File: config.mk
export PLATFORM = sky130hd
export DESIGN_NAME = filt_peak_meter
export DESIGN_NICKNAME = d
export VERILOG_FILES = /design/src/rtl/filt_peak_meter.sv
export SDC_FILE = /design/constraint.sdc
export NUM_CORES = 1
export LEC_CHECK = 0
export BUFFER_PORTS_ARGS = -buffer_cell sky130_fd_sc_hd__buf_2
export CAP_MARGIN = 0
export CORE_ASPECT_RATIO = 0.6
export CORE_MARGIN = 2
export CORE_UTILIZATION = 55
export CTS_CLUSTER_DIAMETER = 80
export CTS_CLUSTER_SIZE = 30
export DETAILED_ROUTE_END_ITERATION = 7
export PLACE_DENSITY_LB_ADDON = 0.2
export SLEW_MARGIN = 20
export SYNTH_ARGS = -nofsm -noshare
export SYNTH_HDL_FRONTEND = slang
export SYNTH_SLANG_ARGS = --single-unit
File: constraint.sdc
create_clock -name clk -period 5.9 [get_ports clk]
set_input_delay 1.18 -clock clk [delete_from_list [all_inputs] [get_ports clk]]
set_output_delay 1.18 -clock clk [all_outputs]
set_load 0.05 [all_outputs]
File: src/rtl/filt_peak_meter.sv
`default_nettype none
// ============================================================================
// Module      : filt_peak_meter
// Description : Peak meter for a signed 1s17 filter output. After a settling
//               flush, it measures max, min, peak-to-peak and full-scale clip
//               count over back-to-back windows of 2^WIN_LOG2 accepted
//               samples, and strobes meas_valid when a window completes.
// Revision    : 1.0 - initial release
// ============================================================================
module filt_peak_meter #(
  parameter int WIN_LOG2  = 10,
  parameter int FLUSH_LEN = 32
) (
  input  logic                       clk,
  input  logic                       reset,
  input  logic signed [17:0]         y_in,
  input  logic                       in_valid,
  output logic signed [17:0]         pk_max,
  output logic signed [17:0]         pk_min,
  output logic        [18:0]         pk2pk,
  output logic        [WIN_LOG2:0]   clip_cnt,
  output logic                       meas_valid,
  output logic                       meas_active
);

  // Flush counter is sized for at least one bit so FLUSH_LEN of 0 or 1 stays legal.
  localparam int                     c_FCW        = (FLUSH_LEN > 1) ? $clog2(FLUSH_LEN) : 1;
  localparam logic [c_FCW-1:0]       c_FLUSH_LAST = (FLUSH_LEN > 0) ? c_FCW'(FLUSH_LEN - 1) : '0;
  localparam logic [WIN_LOG2-1:0]    c_WIN_LAST   = '1;
  localparam logic signed [17:0]     c_FS_POS     = 18'sh1FFFF;
  localparam logic signed [17:0]     c_FS_NEG     = 18'sh20000;

  typedef enum logic [0:0] {
    S_FLUSH   = 1'b0,
    S_MEASURE = 1'b1
  } state_t;

  state_t                   r_state;
  state_t                   w_next;
  logic [c_FCW-1:0]         r_flush_cnt;
  logic [WIN_LOG2-1:0]      r_win_cnt;
  logic signed [17:0]       r_run_max;
  logic signed [17:0]       r_run_min;
  logic [WIN_LOG2:0]        r_run_clip;

  logic signed [17:0]       r_pk_max;
  logic signed [17:0]       r_pk_min;
  logic [18:0]              r_pk2pk;
  logic [WIN_LOG2:0]        r_clip_cnt;
  logic                     r_meas_valid;

  logic                     w_accept;
  logic                     w_first;
  logic                     w_last;
  logic                     w_is_clip;
  logic signed [17:0]       w_new_max;
  logic signed [17:0]       w_new_min;
  logic [WIN_LOG2:0]        w_new_clip;
  logic [18:0]              w_p2p;

  // State register: reset always lands in FLUSH.
  always_ff @(posedge clk) begin
    if (reset) r_state <= S_FLUSH;
    else       r_state <= w_next;
  end

  // Next state: FLUSH ends on the last flush sample, or immediately when no flush is configured.
  always_comb begin
    w_next      = r_state;
    meas_active = 1'b0;
    case (r_state)
      S_FLUSH: begin
        if (FLUSH_LEN == 0)
          w_next = S_MEASURE;
        else if (in_valid && (r_flush_cnt == c_FLUSH_LAST))
          w_next = S_MEASURE;
      end
      S_MEASURE: begin
        meas_active = 1'b1;
      end
      default: w_next = S_FLUSH;
    endcase
  end

  // Flush sample counter; samples are only counted, never used.
  always_ff @(posedge clk) begin
    if (reset) begin
      r_flush_cnt <= '0;
    end else if ((r_state == S_FLUSH) && in_valid && (FLUSH_LEN != 0)) begin
      if (r_flush_cnt == c_FLUSH_LAST) r_flush_cnt <= '0;
      else                             r_flush_cnt <= r_flush_cnt + 1'b1;
    end
  end

  // Running statistics including the current sample; sample 0 restarts the window.
  always_comb begin
    w_accept   = in_valid && (r_state == S_MEASURE);
    w_first    = (r_win_cnt == '0);
    w_last     = (r_win_cnt == c_WIN_LAST);
    w_is_clip  = (y_in == c_FS_POS) || (y_in == c_FS_NEG);
    w_new_max  = (w_first || (y_in > r_run_max)) ? y_in : r_run_max;
    w_new_min  = (w_first || (y_in < r_run_min)) ? y_in : r_run_min;
    w_new_clip = (w_first ? '0 : r_run_clip) + {{WIN_LOG2{1'b0}}, w_is_clip};
    // Sign-extend both to 19 bits; max >= min so the difference is never negative.
    w_p2p      = {w_new_max[17], w_new_max} - {w_new_min[17], w_new_min};
  end

  // Window accumulation and result registers; results latch on the last sample of a window.
  always_ff @(posedge clk) begin
    if (reset) begin
      r_win_cnt    <= '0;
      r_run_max    <= '0;
      r_run_min    <= '0;
      r_run_clip   <= '0;
      r_pk_max     <= '0;
      r_pk_min     <= '0;
      r_pk2pk      <= '0;
      r_clip_cnt   <= '0;
      r_meas_valid <= 1'b0;
    end else begin
      r_meas_valid <= 1'b0;
      if (w_accept) begin
        r_win_cnt  <= r_win_cnt + 1'b1;
        r_run_max  <= w_new_max;
        r_run_min  <= w_new_min;
        r_run_clip <= w_new_clip;
        if (w_last) begin
          r_pk_max     <= w_new_max;
          r_pk_min     <= w_new_min;
          r_pk2pk      <= w_p2p;
          r_clip_cnt   <= w_new_clip;
          r_meas_valid <= 1'b1;
        end
      end
    end
  end

  assign pk_max     = r_pk_max;
  assign pk_min     = r_pk_min;
  assign pk2pk      = r_pk2pk;
  assign clip_cnt   = r_clip_cnt;
  assign meas_valid = r_meas_valid;

endmodule
`default_nettype wire

# Word level (Yosys, flattened, before mapping)
# Cells that the tools add are included.
# word_totals
ff_bits,130
elab_cells,40
in_bits,21
out_inout_bits,68
# op_classes
eq_ne,4
n_lt_le_gt_ge,2
n_addsub,4
bitwise_logic,2
mux,8
reduce_logical,9
# op_table
operator,count
18-bit equality test (second input constant),2
18-bit two-way mux,2
18-bit by 18-bit subtractor with 19-bit output,1
18-bit greater-than comparator,1
18-bit < comparator,1
11-bit by 1-bit adder with 11-bit output,1
11-bit two-way mux,1
10-bit by 1-bit adder with 10-bit output (second input constant),1
10-bit equality test (second input constant),1
10-bit zero test,1
5-bit by 1-bit adder with 5-bit output (second input constant),1
5-bit equality test (second input constant),1
5-bit two-way mux,1
1-bit two-way mux,4
1-bit logical AND,3
1-bit logical OR,3
1-bit inverter,2
2-bit AND reduction,1
2-bit OR reduction,1

# Longest topological paths before layout
# logic_depth
depth_word,4
ltp_mapped,19
depth_no_buf,18

# Least setup slack after synthesis
# OpenSTA, ideal clock, no wires.
# synth_timing
path_type,in2reg
from,in y_in[15]
to,"reg r_pk2pk[16], in the netlist pk2pk[16]"
cell_stages,16
t_arrival_ns,4.977
setup_ns,0.086
n_path_buf,1
setup_slack_ns,0.837
required_ns,5.814
path_cell_list,ha_1 a211oi_1 o21ai_0 a221oi_1 a211oi_1 nor2_2 buf_2 mux2_2 ha_1 nor2b_1 o31ai_1 a21oi_1 a2111oi_0 a211oi_1 xnor2_1 a211oi_1
# synth_between
elab_chain_cells,4
elab_cells_between_ends,7
cone_classes,add/sub (1); order compare (2); mux (2); reduce/logical (2)
# synth_lines
element,line_no,rtl
start: declaration,16,"input logic signed [17:0] y_in,"
18-bit greater-than comparator,101,w_new_max = (w_first || (y_in > r_run_max)) ? y_in : r_run_max;
1-bit logical OR,101,
18-bit two-way mux,101,
via w_new_max[2],56,logic signed [17:0] w_new_max;
18-bit by 18-bit subtractor with 19-bit output,105,"w_p2p = {w_new_max[17], w_new_max} - {w_new_min[17], w_new_min};"
end signal: assignment,130,r_pk2pk <= w_p2p;
end: declaration,48,logic [18:0] r_pk2pk;
# The timed path passes the listed nets, and every way through them passes these cells.
# A chain may end at the register's enable or synchronous reset.

# Final worst setup path
# Ends and elaborated chain as after synthesis.

==> metrics.md <==
| Metric | Value |
|---|---|
| Outcome | complete, no violations |
| Fmax | roughly 0.19 GHz |
| Synth warnings | 0 |
| Type of destination of the critical path | register |
| Period utilisation layout | 0.905 |
| Synthesized cell area | 0.00748 mm² |
| Share of power burned in combinational logic | 0.097 |
| Area occupied by multi-input gates | roughly 0.0045 mm² |
| Yosys cell types | 58 |
| CP bufs+invs | 2 |
| Power share of the sequential group | 0.428 |
| Diodes inserted | 0 |
| Max incr delay on CP | 0.57 ns |
| Cell family with most CP delay | compound AO/OA/AOI/OAI gates |
| Internal | about 1.5 mW |
| Die Y | 94.3 µm |
| Critical path class | primary input to register |
| Setup TNS Final | 0 ns |
| Pwr dens | 240 mW/mm² |
| Placed insts | 1112 |
| Tot GR Track Use | 0.263 |
| Initial antenna violation count | 0 |
| Syn Nets | between 900 and 1000 |
| Post-route insts no fill | 1144 |
| Post-synthesis sequential area ratio | 0.348 |
| Hold_buf cts | 0 |
| Synth top area share | 0.348 |
| IO buf count | 88 |
| Die area | 0.0146 mm² |
| Initial Utilization | 0.573 |
| CP dominant cell by count | a211oi_1 |
| Fin. Hold Viols | 0 |
| DR vias/cell | ~5.7 |
| Hold WC Path Type | register to register |
| Critical Path AT | 5.66 ns |
| Mapped Cells | 891 |
| Max stage delay cell, worst path | a2111oi_0 |
| Synth async-reset ratio | 0 |
| Root Driver | clkbuf_16 |
| First-pass GRT wire length | 30.6 mm |
| I/O Pins | a little under 90 |
| NetSw | ~0.52 mW |
| #FFs+latches synth | 130 |
| Vias in the first global route | 5928 |
| Share of cells above drive strength 1 | 0.174 |
| CTS buffer count | 17 |
| Slew headroom | 0.274 |
| Post-synth EDFFs | 0 |
| Setup Buffers After CTS | 0 |
| Syn avg cell area | 8.39 µm² |
| Total area of sequential cells | 0.00260 mm² |
| Residual DRC | 0 |
| Max-cap violations | 0 |
| Prevailing post-synth register cell | dfxtp_1 |
| Area Growth Syn to Fin | 14.6% |
| Core Footprint | 0.0131 mm² |
| Setup Viol. Count Final | 0 |
| Worst Skew | 0.00971 ns |
| TritonCTS clock tree | built |
| Routed WL per cell | 16.2 µm |
| CP Launch Type | primary input |
| Largest cells by area after synthesis | dfxtp_1 (35%), ha_1 (9.9%), mux2i_1 (7.5%) |
| Row cnt | 32 |
| Crit path time final | 5.34 ns |
| Sw Share | 0.254 |
| Die Wd | 155 µm |
| Critical-path maximum fanout | 11 |
| Clk sinks | 130 |
| Final net count | 1042 |
| Worst-margin pin slew | 1.09 ns |
| Remaining antenna violation count | 0 |
| # fillers | about 1100 |
| Clock-pin slew on the worst setup and hold paths | 0.05 ns |
| Clock Path Buffers | 2 |
| Routed WL | about 19 mm |
| CP Cell Sequence | buf_2 > ha_1 > a211oi_1 > o21ai_0 > a221oi_1 > a211oi_1 > nor2_2 > buf_4 > mux2_2 > ha_1 > nor2b_1 > o31ai_1 > a21oi_1 > a2111oi_0 > a211oi_1 > xnor2_1 > a211oi_1 |
| Synth area leader | dfxtp_1 |
| Largest net degree at the start of global routing | slightly above 100 |
| H-tree depth | 4 |
| Clock Power Share | 0.475 |
| VDD IR max | roughly 160 µV |
| Gpl congestion | about 0.9 |
| Via count | ~6500 |
| Post-CTS sizing | 0 |
| Grt ovf | 0 |
| LEAKAGE | ~3.5 nW |
| RSZ-0062 raised after global routing | no |
| Count of final max-slew check failures | 0 |
| Req. time, crit path | a little over 6 ns |
| Clk_lat worst skew | 0.42 ns |
| HPWL after DPL | 13.0 mm |
| DRT Pass-1 Iters | 5 |
| DRT iter0 DRCs | 485 |
synth_stat cells, types with 4 or more instances:
cell      number
xor2_1        15
nand2_1       58
nand3_1       11
a31oi_1        4
nand4_1       12
and3_1        12
dfxtp_1      130
mux2_2        17
xnor2_1       10
nor4_1         5
buf_2          7
nor2b_1       10
nand2b_1       8
o22ai_1       17
mux2i_1       56
inv_1         44
ha_1          59
o21a_1        22
o21ai_0       29
a211oi_2      10
a211oi_1      39
nor3_1        21
clkbuf_1      36
a21oi_1       58
nor2_1       149
per-stage QoR:
| stage | instance area [µm²] | total power, mW | util | setup slack [ns] | hold WS, ns |
|---|---|---|---|---|---|
| 5_1_grt | 8570 | 2.13 | 0.657 | 0.0930 | 0.468 |
| 6_report | 8570 | 2.05 | 0.657 | 0.560 | 0.450 |
| 4_1_cts | 8570 | 2.06 | 0.657 | 0.655 | 0.452 |
| 2_1_floorplan | 7480 | 1.04 | - | 0.837 | 0.432 |
| 3_5_place_dp | 8030 | 1.09 | 0.615 | 0.253 | 0.444 |
| 3_3_place_gp | 8030 | 1.09 | 0.615 | 0.419 | 0.439 |
cell families (layout without fill, tap and decap cells):
family | count (synthesis) | in the layout | synth area share
AOI/OAI and AO/OA | 206 | 206 | 0.185
buffers and inverters | 95 | 178 | 0.0534
and+or+nand+nor | 302 | 302 | 0.182
muxes | 73 | 73 | 0.101
xor gates and xnor gates | 25 | 25 | 0.0293
adders and majority gates | 60 | 60 | 0.101
DFF | 130 | 130 | 0.348
worst paths after layout:
check / startpoint / endpoint / slack [ns] / cells past startpoint
worst max-delay path: y_in[15] / pk2pk[16] / 0.56 / 17
worst min-delay path: pk2pk[12] / pk2pk[12] / 0.45 / 2
worst max register to register: r_run_max[15] / pk2pk[16] / 1.06 / 17
worst min register to register: pk2pk[12] / pk2pk[12] / 0.45 / 2
sequential cells by signal, indices dropped and copies added (netlist names):
name and count:
clip_cnt 11, meas_valid 1, pk2pk 19, pk_max 18, pk_min 18, r_flush_cnt 5, r_run_clip 11, r_run_max 18
r_run_min 18, r_state 1, r_win_cnt 10
layout make-up:
class	instances	area share
Tap cell	170	0.0248
Clock buffer	23	0.0569
Timing Repair Buffer	102	0.0639
Clock inverter	9	0.00657
Inverter	44	0.0193
Sequential cell	130	0.304
Multi-Input combinational cell	666	0.525
worst min-delay path, stage by stage (launching register included):
cell,delay [ns]
dfxtp_1,0.31
nand2_1,0.05
a21oi_1,0.05
power groups by stage:
stage	clock, mW	sequential (mW)	combinational, mW
after detailed placement	0	0.899	0.193
after CTS	0.984	0.880	0.195
final	0.975	0.880	0.199
after global routing	1.02	0.880	0.223
after floorplan	0	0.899	0.137
after global placement	0	0.899	0.192
placed cells by master, fill, tap and decap left out, drive strengths merged, types with 4 or more instances in the layout:
cell and count:
buf 102, o21a 22, xor2 15, and3 12
nor4 5, nand2b 8, clkbuf 23, a31oi 4
dfxtp 130, nand2 58, o22ai 18, nor2b 10
nor3 21, nand4 12, nand3 11, a211oi 49
ha 59, o21ai 29, mux2 17, inv 44
mux2i 56, xnor2 10, a21oi 58, clkinv 6
nor2 150
layer usage:
layer  GRT usage  vias to the layer above  part of all wire
met1       0.394                     3030              0.52
met4      0.0872                        0            0.0094
li1            -                     3304                 -
met2       0.384                      186              0.41
met3      0.0418                       21             0.057
met5           0                        -                 0
(Power assumes the default switching activity.)
